## config.mk

```make
export PLATFORM = sky130hd
export DESIGN_NAME = cordic_arbiter
export DESIGN_NICKNAME = d
export VERILOG_FILES = /design/src/rtl/cordic_arb_pkg.sv /design/src/rtl/cordic_rr_arbiter.sv /design/src/rtl/cordic_arbiter.sv
export SDC_FILE = /design/constraint.sdc
export NUM_CORES = 1
export LEC_CHECK = 0
export BUFFER_PORTS_ARGS = -buffer_cell sky130_fd_sc_hd__buf_2
export CAP_MARGIN = 25
export CORE_AREA = 4 4 268 270
export DETAILED_ROUTE_END_ITERATION = 7
export DIE_AREA = 0 0 272 274
export GPL_TIMING_DRIVEN = 0
export HOLD_SLACK_MARGIN = 0.1
export SETUP_SLACK_MARGIN = 0.4
export SLEW_MARGIN = 15
export SYNTH_ARGS = -nofsm -noshare
export SYNTH_HDL_FRONTEND = slang
export SYNTH_HIERARCHICAL = 1
export SYNTH_SLANG_ARGS = --single-unit
```

## constraint.sdc

```tcl
create_clock -name CLK -period 10.6 [get_ports CLK]
set_input_delay 0 -clock CLK [delete_from_list [all_inputs] [get_ports CLK]]
set_output_delay 0 -clock CLK [all_outputs]
set_load 0.03 [all_outputs]
```

## src/rtl/cordic_arb_pkg.sv

```systemverilog
// Shared definitions for the CORDIC arbiter slice.
// Holds parameter defaults and the tag record that follows each operation
// through the core-latency shadow pipeline.
package cordic_arb_pkg;

  localparam int unsigned NREQ_DEF    = 4;
  localparam int unsigned WIDTH_DEF   = 48;
  localparam int unsigned LATENCY_DEF = 20;

  // Wide enough for any requester count the 6-bit counters can sensibly serve.
  localparam int unsigned TagIdxW = 6;

  typedef struct packed {
    logic               valid;
    logic [TagIdxW-1:0] idx;
  } tag_t;

endpackage

```

## src/rtl/cordic_rr_arbiter.sv

```systemverilog
// Round-robin grant logic, purely combinational.
// Ports:
//   req_i  - per-requester valid
//   ptr_i  - requester index the search starts from
//   hold_i - suppress all grants
//   gnt_o  - one-hot grant (all zero when held or nothing requested)
module cordic_rr_arbiter #(
  parameter int unsigned NREQ = 4,
  parameter int unsigned PtrW = 2
) (
  input  logic [NREQ-1:0] req_i,
  input  logic [PtrW-1:0] ptr_i,
  input  logic            hold_i,
  output logic [NREQ-1:0] gnt_o
);

  logic            found;
  logic [PtrW-1:0] idx;

  always_comb begin
    gnt_o = '0;
    found = 1'b0;
    idx   = '0;
    for (int unsigned k = 0; k < NREQ; k++) begin
      idx = PtrW'((32'(ptr_i) + k) % NREQ);
      if (!hold_i && !found && req_i[idx]) begin
        gnt_o[idx] = 1'b1;
        found      = 1'b1;
      end
    end
  end

endmodule

```

## src/rtl/cordic_arbiter.sv

```systemverilog
// Shares one fixed-latency vectoring CORDIC core among NREQ requesters.
// Ports:
//   CLK, RST             - clock, synchronous active-high reset
//   HOLD                 - block new grants; in-flight work still drains
//   REQ_VALID/X/Y        - per-requester operands (packed, WIDTH per requester)
//   REQ_READY            - one-hot grant, combinational
//   CORE_X/Y/VALID       - registered issue towards the core
//   CORE_XN/AN/RDYOUT    - core results, expected LATENCY cycles after CORE_VALID
//   RES_VALID/MAG/ANG    - registered result routed to the owning requester
//   INFLIGHT             - operations issued but not yet retired
//   TAG_ERR              - sticky: core strobe disagreed with the tag pipeline
module cordic_arbiter
  import cordic_arb_pkg::*;
#(
  parameter int unsigned NREQ    = NREQ_DEF,
  parameter int unsigned WIDTH   = WIDTH_DEF,
  parameter int unsigned LATENCY = LATENCY_DEF
) (
  input  logic                  CLK,
  input  logic                  RST,
  input  logic                  HOLD,
  input  logic [NREQ-1:0]       REQ_VALID,
  input  logic [NREQ*WIDTH-1:0] REQ_X,
  input  logic [NREQ*WIDTH-1:0] REQ_Y,
  output logic [NREQ-1:0]       REQ_READY,
  output logic [WIDTH-1:0]      CORE_X,
  output logic [WIDTH-1:0]      CORE_Y,
  output logic                  CORE_VALID,
  input  logic [WIDTH-1:0]      CORE_XN,
  input  logic [WIDTH-1:0]      CORE_AN,
  input  logic                  CORE_RDYOUT,
  output logic [NREQ-1:0]       RES_VALID,
  output logic [WIDTH-1:0]      RES_MAG,
  output logic [WIDTH-1:0]      RES_ANG,
  output logic [5:0]            INFLIGHT,
  output logic                  TAG_ERR
);

  localparam int unsigned PtrW = (NREQ > 1) ? $clog2(NREQ) : 1;

  logic [PtrW-1:0]  ptr_q, ptr_d;
  logic [NREQ-1:0]  gnt;
  logic [PtrW-1:0]  gnt_idx;
  logic             transfer;
  logic [WIDTH-1:0] core_x_q, core_x_d, core_y_q, core_y_d;
  logic             core_valid_q, core_valid_d;
  logic [PtrW-1:0]  core_idx_q, core_idx_d;
  tag_t             tag_q [LATENCY];
  tag_t             tag_d [LATENCY];
  tag_t             tag_last;
  logic             hit;
  logic [NREQ-1:0]  res_valid_q, res_valid_d;
  logic [WIDTH-1:0] res_mag_q, res_mag_d, res_ang_q, res_ang_d;
  logic [5:0]       inflight_q, inflight_d;
  logic [5:0]       mask_q, mask_d;
  logic             tag_err_q, tag_err_d;

  // Reset gates the grant so nothing is accepted in a reset cycle.
  cordic_rr_arbiter #(
    .NREQ (NREQ),
    .PtrW (PtrW)
  ) u_rr (
    .req_i  (REQ_VALID),
    .ptr_i  (ptr_q),
    .hold_i (HOLD | RST),
    .gnt_o  (gnt)
  );

  assign REQ_READY = gnt;

  always_comb begin
    gnt_idx  = '0;
    core_x_d = core_x_q;
    core_y_d = core_y_q;
    for (int i = 0; i < NREQ; i++) begin
      if (gnt[i]) begin
        gnt_idx  = PtrW'(i);
        core_x_d = REQ_X[i*WIDTH +: WIDTH];
        core_y_d = REQ_Y[i*WIDTH +: WIDTH];
      end
    end
    transfer     = |gnt;
    core_valid_d = transfer;
    core_idx_d   = gnt_idx;
    ptr_d        = ptr_q;
    if (transfer) begin
      ptr_d = (gnt_idx == PtrW'(NREQ - 1)) ? '0 : gnt_idx + 1'b1;
    end
  end

  // Tag enters alongside CORE_VALID so the last stage lines up with CORE_RDYOUT.
  always_comb begin
    tag_d[0].valid = core_valid_q;
    tag_d[0].idx   = TagIdxW'(core_idx_q);
    for (int i = 1; i < LATENCY; i++) begin
      tag_d[i] = tag_q[i-1];
    end
  end

  assign tag_last = tag_q[LATENCY-1];
  assign hit      = tag_last.valid & CORE_RDYOUT;

  always_comb begin
    for (int i = 0; i < NREQ; i++) begin
      res_valid_d[i] = hit && (tag_last.idx == TagIdxW'(i));
    end
    res_mag_d = hit ? CORE_XN : res_mag_q;
    res_ang_d = hit ? CORE_AN : res_ang_q;

    inflight_d = inflight_q;
    case ({core_valid_q, tag_last.valid})
      2'b10:   inflight_d = inflight_q + 6'd1;
      2'b01:   inflight_d = inflight_q - 6'd1;
      default: inflight_d = inflight_q;
    endcase

    // Strobes from work discarded by reset may still arrive for LATENCY cycles.
    mask_d    = (mask_q != 6'd0) ? mask_q - 6'd1 : mask_q;
    tag_err_d = tag_err_q
              | (tag_last.valid & ~CORE_RDYOUT)
              | (CORE_RDYOUT & ~tag_last.valid & (mask_q == 6'd0));
  end

  always_ff @(posedge CLK) begin
    if (RST) begin
      ptr_q        <= '0;
      core_x_q     <= '0;
      core_y_q     <= '0;
      core_valid_q <= 1'b0;
      core_idx_q   <= '0;
      for (int i = 0; i < LATENCY; i++) begin
        tag_q[i] <= '0;
      end
      res_valid_q  <= '0;
      res_mag_q    <= '0;
      res_ang_q    <= '0;
      inflight_q   <= '0;
      mask_q       <= 6'(LATENCY);
      tag_err_q    <= 1'b0;
    end else begin
      ptr_q        <= ptr_d;
      core_x_q     <= core_x_d;
      core_y_q     <= core_y_d;
      core_valid_q <= core_valid_d;
      core_idx_q   <= core_idx_d;
      for (int i = 0; i < LATENCY; i++) begin
        tag_q[i] <= tag_d[i];
      end
      res_valid_q  <= res_valid_d;
      res_mag_q    <= res_mag_d;
      res_ang_q    <= res_ang_d;
      inflight_q   <= inflight_d;
      mask_q       <= mask_d;
      tag_err_q    <= tag_err_d;
    end
  end

  assign CORE_X     = core_x_q;
  assign CORE_Y     = core_y_q;
  assign CORE_VALID = core_valid_q;
  assign RES_VALID  = res_valid_q;
  assign RES_MAG    = res_mag_q;
  assign RES_ANG    = res_ang_q;
  assign INFLIGHT   = inflight_q;
  assign TAG_ERR    = tag_err_q;

endmodule
```

# After elaboration in Yosys (flattened, before gate mapping)
# Memories as Yosys holds them, arrays and structs flattened.
# Cells that the tools add are included.
totals:
  register_bits: 214
  latch_bits: 0
  ramBits: 140
  mem_bits_ro: 0
  in_bits: 488
  out_inout_bits: 208
  elab_cells: 149
  memories: 1
mem_list:
  columns: ["memory", "words", "width", "rd", "rd_clocked_by_memory_dff", "wr", "line_no", "text"]
  rows:
  - ["tag_q", 20, 7, 20, 0, 20, "cordic_arbiter.sv:48", "tag_t tag_q [LATENCY];"]
op_classes:
  n_addsub: 7
  multipliers: 0
  div: 0
  n_lt_le_gt_ge: 8
  eq_ne: 6
  shifts: 0
  mux: 59
  n_bitwise: 32
  n_reduce_logical: 25
op_table:
  columns: ["operator", "count"]
  rows:
  - ["48-bit 2-to-1 mux", 8]
  - ["7-bit 2-to-1 mux", 20]
  - ["1-bit OR", 23]
  - ["4-bit 2-to-1 mux", 4]
  - ["1-bit logical AND", 15]
  - ["1-bit 2-to-1 mux", 15]
  - ["6-bit by 2-bit == test with 1-bit output, second input constant", 2]
  - ["6-bit zero test", 2]
  - ["2-bit by 3-bit < comparator with 1-bit output, second input constant", 4]
  - ["4-bit OR", 3]
  - ["6-bit one-hot mux with 2 select lines", 1]
  - ["6-bit by 1-bit subtractor with 6-bit output, second input constant", 2]
  - ["1-bit binary-select mux with 2-bit select", 4]
  - ["1-bit demux with 2-bit select", 4]
  - ["2-bit by 1-bit >= comparator with 1-bit output, second input constant", 4]
  - ["6-bit by 1-bit adder with 6-bit output, second input constant", 1]
  - ["6-bit by 1-bit == test with 1-bit output, second input constant", 1]
  - ["2-bit 2-to-1 mux", 3]
  - ["6-bit nonzero test", 1]
  - ["2-bit by 1-bit adder with 2-bit output, second input constant", 2]
  - ["2-bit adder, second input constant", 2]
  - ["1-bit bitwise AND", 4]
  - ["2-bit == test, second input constant", 2]
  - ["1-bit zero test", 4]
  - ["other kinds (5)", 6]

# Logic depth before layout (Yosys ltp)
# Gate-level depths: netlist of the first run.
logic_depth:
  ltp_word: 21
  ltp_mapped: 13
  ltp_nobuf: 10

# Hierarchy
# The synthesis of the first run kept the hierarchy.
by_module_without_submodules:
  columns: ["module", "instances", "cells_per_inst", "area_each_um2", "seq_area_each_um2"]
  rows:
  - ["cordic_arbiter", 1, 1400, 11753.8, 5485.3]
  - ["cordic_rr_arbiter", 1, 42, 377.9, 0.0]

# Worst setup path after synthesis of the first run
# Ideal clock, no wire load.
synth_path:
  path_kind: "register to register"
  from: "reg ptr_q[0]"
  to: "reg core_y_q[32], in the netlist CORE_Y[32]"
  setup_time_ns: 0.119
  arrival_time_ns: 3.486
  required_time_ns: 10.481
  path_slack_ns: 6.994
  stages_incl_launch_ff: 13
  path_buffers: 3
  synth_period_minus_slack_ns: 3.606
  path_cell_list: "dfxtp_1 > inv_2 > ha_1 > mux4_2 > a2111oi_4 > a221o_1 > buf_2 > buf_2 > buf_2 > mux2i_1 > o21ai_0 > mux2i_1 > o21ai_1"
synth_via:
  elab_chain_len: 19
  elab_cells_between_ends: 55
  cone_classes: "add/sub (3); order compare (8); mux (26); bitwise (3); reduce/logical (15)"
synth_rtl:
  columns: ["item", "line_no", "text"]
  rows:
  - ["start: declaration", "cordic_arbiter.sv:41", "logic [PtrW-1:0] ptr_q, ptr_d;"]
  - ["start signal: assignment", "cordic_arbiter.sv:141", "ptr_q <= ptr_d;"]
  - ["parallel branches: the longest is 15 deep, another holds 2-bit by 3-bit < comparator with 1-bit output", null, null]
  - ["4-bit 2-to-1 mux (*)", "cordic_rr_arbiter.sv:26", "if (!hold_i && !found && req_i[idx]) begin"]
  - ["named net REQ_READY[1]", "cordic_arbiter.sv:25", "output logic [NREQ-1:0] REQ_READY,"]
  - ["48-bit 2-to-1 mux (3 in series)", "cordic_arbiter.sv:76", "if (gnt[i]) begin"]
  - ["end signal: assignment", "cordic_arbiter.sv:143", "core_y_q <= core_y_d;"]
  - ["end: declaration", "cordic_arbiter.sv:45", "logic [WIDTH-1:0] core_x_q, core_x_d, core_y_q, core_y_d;"]
# Mark *: on every way through the listed nets, which the timed path passes. The select of a mux whose other input is x is not followed.
# A chain may end at the register's enable or synchronous reset.

# Worst setup path after layout of the first run
layout_path:
  from: "reg ptr_q[0]"
  to: "reg core_y_q[37], in the netlist CORE_Y[37]"
layout_via:
  elab_chain_len: 19
  elab_cells_between_ends: 55
  cone_classes: "add/sub (3); order compare (8); mux (26); bitwise (3); reduce/logical (15)"
layout_rtl:
  columns: ["item", "line_no"]
  rows:
  - ["parallel branches: the longest is 15 deep, another holds 2-bit by 3-bit < comparator with 1-bit output", null]
  - ["4-bit 2-to-1 mux (*)", "cordic_rr_arbiter.sv:26"]
  - ["48-bit 2-to-1 mux (3 in series)", "cordic_arbiter.sv:76"]
# Every way passes the cells marked *. The select of a mux whose other input is x is not followed.

==> impl_metrics.toml, run 1 <==
[outcome]
outcome = "finished clean"

[worst_setup_path]
crit_chain = "inv_2 > ha_1 > mux4_2 > a2111oi_4 > a221o_1 > buf_2 > buf_2 > clkbuf_1 > nand2_1 > o21ai_0 > mux2i_1 > dlygate4sd3_1 > o21ai_1"
arrival_ns = 6.16
startpoint_type = "flop"
crit_buf_inv = 5
critical_path_class = "reg -> reg"
path_delay_family = "buffers and inverters"
endpoint_kind = "flop"
max_stage_delay_ns = 0.78
path_max_fanout = 11
crit_top_cell = "buf_2"
slowest_stage = "a221o_1"
critical_path_required_ns = 11.08

[yosys]
postSynthCellCount = 1442
avgSynthCellArea_um2 = 8.41
synth_top_cell_area_share = 0.452
ys.flop_type = "dfxtp_1"
yosys.area.top_type = "dfxtp_1"
synth-seq-cells = 274
ys_seq_area_frac = 0.452
synth_warnings = 6
synth_edf_count = 0
synth_top_cells_by_count = "nand2_1 (393), dfxtp_1 (274), mux2i_1 (197)"
yosysMostFrequentCell = "nand2_1"
yosysUniqueCellTypes = 52
synthesis.area_um2 = 12100
async_flop_share = 0
synth.top_cells.by_area = "dfxtp_1 (45%), mux2i_1 (16%), nand2_1 (12%)"
syn_nets = 1941

[pwr]
swShare = 0.349
power_density_nw_per_um2 = 169
p_switching_mw = 1.23
peakVddDrop_mv = 0.105
p_comb_frac = 0.317
p_seq_frac = 0.339
leakage_nw = 8.79
p_int_mw = 2.29
p_clk_frac = 0.343

[route]
avgViaCountPerCell = 4.20
drt-total-wl_um = 67500
ant_nets = 0
dr_total_vias = 14500
remaining_drc_errors = 0
wire_per_inst_um = 19.6
dr.pass1.iters = 7
drt-initial-drc-count = 759

[sta]
drv_slew = 0
clock_skew_ns = 0.0140
worstMarginPinSlew_ns = 1.01
whs_ns = 0.0482
rsz0062_at_grt = "false"
fmax_ghz = 0.176
finalHoldViolCount = 0
tns_ns = 0
setup_viol = 0
period_share = 0.536
fin_crit_ns = 5.68
relSlewSlack = 0.329

[cts]
cts.clk_slew.worst_paths_ns = 0.06
cts-root-buf = "clkbuf_16"
cts_buffers = 34
cts_tree = "yes"
clkLatencyLatePin_ns = 0.55
cts.sinks = 274
postCtsSetupRepairBufs = 0
htreeDepth = 2
cts.path.max_buffers = 3

[finish]
fin_util = 0.300
fillers = 7379
drive_gt1_frac = 0.322
area_growth_pct = 71.7
nets = 2956

[placement]
gp_congestion = 0.911
dp_hpwl_um = 53600
portBuffers = 695

[run]
cap_violations = 0

[floorplan]
fp.dieW_um = 272
boundaryPins = 696
initial_core_util = 0.174
die_h_um = 274
dieArea_um2 = 74500
core_um2 = 69500
rows = 97

[global_routing]
grtUsageMet2 = 0.309
grt-ovfl-total = 0
grt.met1_usage = 0.172
grt_pass1_vias = 14500
antenna_found_initial = 33
track_usage = 0.169
grt_max_degree = 14
grt_pass1_wl_um = 93100
grt-busiest-layer = "met2"
met3_usage = 0.0464

[min_path]
hp-class = "in -> reg"
[layout make-up]
cell class | instances | area [µm²] | area share
multi-input cells | 1044 | 6130 | 0.294
inverters | 17 | 63.8 | 0.00306
well taps | 940 | 1180 | 0.0565
clock inverters | 18 | 223 | 0.0107
flip-flops and latches | 274 | 5490 | 0.263
clock buffers | 43 | 935 | 0.0449
diodes | 18 | 45.0 | 0.00216
plain buffers | 107 | 448 | 0.0215
repair buffers | 979 | 6320 | 0.303
[power by group through the flow]
stage	registers [mW]	clock network, mW	logic, mW
after CTS	1.19	1.24	1.11
after global placement	1.21	0	0.938
after detailed placement	1.21	0	0.940
after global routing	1.20	1.29	1.19
after floorplan	1.38	0	0.348
final	1.19	1.21	1.12
[timing repair]
| item | CTS | global route |
|---|---|---|
| endpoints found under the hold margin | 193 | 0 |
| gates resized for setup | 0 | 0 |
| hold buffers | 284 | 0 |
[layout by cell type (no fill, tap or decap), types with 3 or more instances in the layout]
cell type and count:
a211oi_1 4, a21oi_1 109, buf_1 7, buf_2 727
bufinv_16 3, clkbuf_1 69, clkbuf_16 34, clkbuf_8 5
clkinv_2 8, dfxtp_1 274, diode_2 18, dlygate4sd3_1 284
ha_1 11, inv_1 16, mux2i_1 197, nand2_1 393
nor2_1 15, nor2b_1 63, nor4b_1 3, o21ai_0 168
o21ai_1 25, or3_1 5, or3b_1 5, xor2_1 5
[worst reg2reg max path, stage by stage, from the launching register on]
cell and delay, ns:
dfxtp_1 0.59, inv_2 0.15, ha_1 0.41, mux4_2 0.63, a2111oi_4 0.40, a221o_1 0.78, buf_2 0.42, buf_2 0.41
clkbuf_1 0.64, nand2_1 0.10, o21ai_0 0.10, mux2i_1 0.15, dlygate4sd3_1 0.69, o21ai_1 0.14
[stage by stage]
step           instances  cell area, µm²  setup slack (ns)  power [mW]
2_1_floorplan       1442           12100              6.99        1.73
3_3_place_gp        3077           16800              5.14        2.15
3_5_place_dp        3077           16800              5.15        2.15
4_1_cts             3422           20800              4.70        3.55
5_1_grt             3436           20800              4.50        3.68
6_report            3440           20800              4.92        3.52
[layer usage]
metal,routed length [µm],vias up,part of all wire
met5,13,-,0.00019
met4,4360,2,0.064
met3,5710,173,0.085
met2,34000,752,0.50
met1,23400,6607,0.35
li1,-,6924,-
[registers in the layout (all words and copies together) (netlist names)]
| name | count |
|---|---|
| RES_ANG | 48 |
| RES_VALID | 4 |
| ptr_q | 2 |
| core_idx_q | 2 |
| CORE_Y | 48 |
| mask_q | 6 |
| tag_q | 60 |
| CORE_VALID | 1 |
| CORE_X | 48 |
| INFLIGHT | 6 |
| RES_MAG | 48 |
| TAG_ERR | 1 |
[worst paths after layout]
path	depth (start not counted)	endpoint	slack, ns	from
worst max-delay path	13	CORE_Y[37]	4.92	ptr_q[0]
worst min-delay path	5	CORE_Y[34]	0.05	REQ_Y[130]
worst max register to register	13	CORE_Y[37]	4.92	ptr_q[0]
worst min register to register	1	tag_q[0][1]	0.42	core_idx_q[1]
[cells by family after synthesis]
kind of cell,Yosys count,share of synthesized area
and+or+nand+nor,500,0.178
AOI/OAI and AO/OA,326,0.144
DFF,274,0.452
muxes,201,0.168
buffers and inverters,124,0.0422
adders and majority gates,11,0.0113
xor gates and xnor gates,6,0.00433
No activity file was read; power rests on OpenSTA's default activity.
==> inputs of run 2 (changes only) <==
--- a/config.mk
+++ b/config.mk
@@ -7,9 +7,9 @@
 export LEC_CHECK = 0
 export BUFFER_PORTS_ARGS = -buffer_cell sky130_fd_sc_hd__buf_2
 export CAP_MARGIN = 25
-export CORE_AREA = 4 4 268 270
+export CORE_AREA = 4 4 269 271
 export DETAILED_ROUTE_END_ITERATION = 7
-export DIE_AREA = 0 0 272 274
+export DIE_AREA = 0 0 273 275
 export GPL_TIMING_DRIVEN = 0
 export HOLD_SLACK_MARGIN = 0.1
 export SETUP_SLACK_MARGIN = 0.4
==> constraint.sdc (replaced) <==
create_clock -name CLK -period 5 [get_ports CLK]
set_input_delay 0 -clock CLK [delete_from_list [all_inputs] [get_ports CLK]]
set_output_delay 0 -clock CLK [all_outputs]
set_load 0.03 [all_outputs]
==> impl_metrics.toml, run 2 (same netlist as run 1, synthesis figures left out) <==
[worst_setup_path]
endpoint_kind = "flop"
crit_chain = "inv_2 > ha_1 > mux4_2 > a2111oi_4 > a221o_4 > buf_2 > clkbuf_4 > buf_2 > nand2_1 > o21ai_0 > mux2i_1 > dlygate4sd3_1 > o21ai_0"
critical_path_required_ns = 5.47
max_stage_delay_ns = 0.63
ff2ff_setup_slack_ns = 0.58
path_max_fanout = 11
slowest_stage = "mux4_2"
path_delay_family = "buffers and inverters"
critical_path_class = "reg -> reg"
crit_buf_inv = 5
arrival_ns = 4.88
startpoint_type = "flop"

[sta]
drv_slew = 0
tns_ns = 0
fin_crit_ns = 4.42
rsz0062_at_grt = "true"
finalHoldViolCount = 0
clock_skew_ns = 0.0121
worstMarginPinSlew_ns = 0.820
relSlewSlack = 0.454
fmax_ghz = 0.226
setup_viol = 0
period_share = 0.883

[route]
wire_per_inst_um = 19.6
dr.pass1.iters = 7
drt-total-wl_um = 68600
drt-initial-drc-count = 650
avgViaCountPerCell = 4.22
ant_nets = 0
dr_total_vias = 14800
remaining_drc_errors = 0

[finish]
area_growth_pct = 77.4
layout_common_cells = "buf_2 (723), nand2_1 (393), dlygate4sd3_1 (341), dfxtp_1 (272), mux2i_1 (193)"
nets = 3016
fin_util = 0.308
drive_gt1_frac = 0.319
layout_commonest_cell = "buf_2"
largest_reg_flops = 60
top_register = "tag_q"

[floorplan]
dieArea_um2 = 75100
die_h_um = 275
core_um2 = 69800
boundaryPins = 696
initial_core_util = 0.174
fp.dieW_um = 273
rows = 97

[outcome]
outcome = "finished clean"

[placement]
portBuffers = 695
dp_hpwl_um = 53900
gp_congestion = 0.938

[global_routing]
track_usage = 0.172
antenna_found_initial = 39
grt_pass1_wl_um = 95900
grt_pass1_vias = 15200
grt-ovfl-total = 0
grt_max_degree = 13

[cts]
clkLatencyLatePin_ns = 0.54
cts-root-buf = "clkbuf_16"
cts_buffers = 34
cts.clk_slew.worst_paths_ns = 0.06
cts_tree = "yes"
cts.path.max_buffers = 3
htreeDepth = 2
cts.sinks = 274

[pwr]
power_density_nw_per_um2 = 347
leakage_nw = 9.08
peakVddDrop_mv = 0.202

[min_path]
hp-class = "in -> reg"

[run]
cap_violations = 0
==> run 2: worst register-to-register path, delay by kind of cell (launching register included) <==
family / cells / cell delay [ns]
buffers and inverters: 5 / 1.69
AOI/OAI and AO/OA: 4 / 0.95
muxes: 2 / 0.75
DFF: 1 / 0.47
adders and majority gates: 1 / 0.40
and+or+nand+nor: 1 / 0.07
==> run 2: path summary, 6_finish.rpt <==
| check | startpoint | endpoint | depth (start not counted) |
|---|---|---|---|
| max reg2reg | ptr_q[0] | CORE_Y[15] | 13 |
| min | REQ_Y[37] | CORE_Y[37] | 5 |
| max | ptr_q[0] | CORE_Y[15] | 13 |
| min reg2reg | tag_q[0][1] | tag_q[0][8] | 1 |
==> run 2: stage by stage <==
stage	hold WS [ns]	setup slack (ns)	instance area, µm²	std cells	total power, mW
4_1_cts	0.104	0.425	21500	3480	7.54
3_5_place_dp	0.247	-0.343	16800	3078	4.53
3_3_place_gp	0.242	-0.296	16800	3077	4.52
6_report	0.101	0.585	21500	3503	7.46
5_1_grt	0.113	0.363	21500	3501	7.84
2_1_floorplan	0.136	1.39	12100	1442	3.67
==> run 2: repair_timing <==
item | CTS | global route
pin swaps | 1 | 0
gates resized for setup | 10 | 9
setup buffers | 2 | 0
endpoints found under the hold margin | 193 | 0
hold buffers | 341 | 0
endpoints found under the setup margin | 77 | 66
==> run 2: power breakdown <==
part	leakage, nW	internal, mW	switching (mW)	total (mW)
Clock	0.581	1.59	1.01	2.59
Sequential	2.22	2.40	0.127	2.52
Combinational	6.28	0.942	1.40	2.35
Total	9.08	4.93	2.54	7.46
==> run 2: final cells by class <==
type | instances | area [µm²]
tap | 940 | 1180
multi-input combinational | 1044 | 6170
timing repair buffer | 1039 | 6920
inverter | 17 | 63.8
antenna | 23 | 57.6
buffer | 107 | 463
sequential | 274 | 5490
clock inverter | 11 | 203
clock buffer | 48 | 983
fill | 7311 | 48300
==> run 2: layer usage <==
| metal | wire [µm] | track usage | up-vias |
|---|---|---|---|
| met4 | 4330 | 0.108 | 2 |
| met5 | 13 | 0 | - |
| met2 | 34800 | 0.314 | 717 |
| met1 | 24400 | 0.177 | 6810 |
| met3 | 5050 | 0.0415 | 200 |
| li1 | - | - | 7047 |
==> inputs of run 3 (changes only) <==
--- a/config.mk
+++ b/config.mk
@@ -12,6 +12,7 @@
 export DIE_AREA = 0 0 273 275
 export GPL_TIMING_DRIVEN = 0
 export HOLD_SLACK_MARGIN = 0.1
+export PLACE_DENSITY_LB_ADDON = 0.08
 export SETUP_SLACK_MARGIN = 0.4
 export SLEW_MARGIN = 15
 export SYNTH_ARGS = -nofsm -noshare
==> impl_metrics.toml, run 3 (same netlist as run 1, synthesis figures left out) <==
[placement]
dp_hpwl_um = 55500
gp_congestion = 0.910
portBuffers = 695
dp_slack_ns = 0.0204

[sta]
worst_slack_ns = 0.706
finalHoldViolCount = 0
fmax_ghz = 0.233
worstMarginPinSlew_ns = 0.894
setup_viol = 0
whs_ns = 0.101
clock_skew_ns = 0.0151
period_share = 0.859
fin_crit_ns = 4.29
relSlewSlack = 0.404
rsz0062_at_grt = "false"
drv_slew = 0
tns_ns = 0

[cts]
cts.sinks = 274
htreeDepth = 2
cts-root-buf = "clkbuf_16"
cts_buffers = 38
cts.path.max_buffers = 3
cts.clk_slew.worst_paths_ns = 0.06
clkLatencyLatePin_ns = 0.53
cts_tree = "yes"

[worst_setup_path]
startpoint_type = "flop"
ff2ff_path_depth = 12
endpoint_kind = "flop"
critical_path_required_ns = 5.41
arrival_ns = 4.71
r2r_end = "CORE_Y[15]"
path_max_fanout = 11
critical_path_class = "reg -> reg"
ff2ff_setup_slack_ns = 0.71
rr_startpoint = "ptr_q[0]"

[global_routing]
grt-ovfl-total = 0
grt_pass1_vias = 15400
antenna_found_initial = 13
grt_max_degree = 12
grt_pass1_wl_um = 98300
track_usage = 0.174

[route]
remaining_drc_errors = 0
drt-initial-drc-count = 486
avgViaCountPerCell = 4.07
ant_nets = 0
wire_per_inst_um = 19.2
drt-total-wl_um = 69400
dr.pass1.iters = 6
dr_total_vias = 14700

[floorplan]
dieArea_um2 = 75100
core_um2 = 69800
die_h_um = 275
boundaryPins = 696
fp.dieW_um = 273
rows = 97
initial_core_util = 0.174

[finish]
drive_gt1_frac = 0.306
layout_commonest_cell = "buf_2"
fin_util = 0.325
area_growth_pct = 86.8
largest_reg_flops = 60
top_register = "tag_q"
layout_common_cells = "buf_2 (721), dlygate4sd3_1 (454), nand2_1 (393), dfxtp_1 (272), mux2i_1 (192)"
fillers = 7474
nets = 3131

[min_path]
min_to = "CORE_Y[40]"
holdPathStages = 5
hp-class = "in -> reg"
worstHoldStart = "REQ_Y[40]"

[pwr]
peakVddDrop_mv = 0.195
power_density_nw_per_um2 = 335
leakage_nw = 9.57
p_total_mw = 7.58

[outcome]
outcome = "finished clean"

[run]
cap_violations = 0
[run 3: cell types whose count changed in the layout (fill, tap and decap cells not counted), sizes merged]
cell,previous run,this run
clkbuf,118,123
clkinv,7,8
inv,17,18
clkinvlp,0,3
buf,735,732
diode,23,11
bufinv,4,3
dlygate4sd3,341,454
[run 3: per-stage QoR]
stage,instances,area [µm²]
2_1_floorplan,1442,12100
3_3_place_gp,3077,16800
3_5_place_dp,3077,16800
4_1_cts,3598,22600
5_1_grt,3607,22700
6_report,3610,22700
[run 3: worst max-delay path by stage]
stage                  start    endpoint  slack (ns)  depth (start not counted)
floorplan           ptr_q[0]  CORE_Y[32]        1.39                         12
global placement    ptr_q[0]  CORE_X[45]        0.07                         12
detailed placement  ptr_q[0]  CORE_X[45]        0.02                         12
CTS                 ptr_q[0]  CORE_Y[32]        0.42                         11
global route        ptr_q[0]  CORE_Y[18]        0.51                         12
finish              ptr_q[0]  CORE_Y[15]        0.71                         12
[run 3: metal layers]
layer / track usage / vias up / wire (µm)
li1: - / 7278 / -
met1: 0.184 / 6790 / 25600
met2: 0.333 / 522 / 36700
met3: 0.0490 / 107 / 4970
met4: 0.0572 / 0 / 2090
met5: 0 / - / 0
[run 3: timing repair]
item / 4_1_cts / 5_1_grt
setup endpoints to repair: 34 / 65
pin swaps: 0 / 1
gates resized for setup: 9 / 8
hold buffers: 454 / 0
buffers inserted: 0 / 1
hold endpoints to repair: 193 / 0
[run 3: final cells by class]
type | count | area, µm² | area share
timing repair buffer | 1150 | 8030 | 0.354
multi-input combinational | 1044 | 6150 | 0.272
sequential | 274 | 5490 | 0.242
tap | 940 | 1180 | 0.0519
clock buffer | 52 | 1090 | 0.0483
buffer | 107 | 465 | 0.0205
clock inverter | 15 | 165 | 0.00729
inverter | 17 | 63.8 | 0.00282
antenna | 11 | 27.5 | 0.00121
[run 3: worst max-delay path: stages, from the launching register on]
cell and delay [ns]:
dfxtp_2 0.48, inv_2 0.12, ha_1 0.40, mux4_2 0.62
a2111oi_4 0.44, a221o_1 0.25, clkbuf_4 0.29, buf_2 0.35
mux2i_1 0.24, dlygate4sd3_1 0.58, o21ai_0 0.08, mux2i_1 0.20
o21ai_0 0.09
[run 3: report_power, final]
group	total [mW]	switching (mW)	internal, mW
sequential	2.53	0.135	2.40
combinational	2.31	1.40	0.906
clock	2.74	1.06	1.69
total	7.58	2.59	4.99
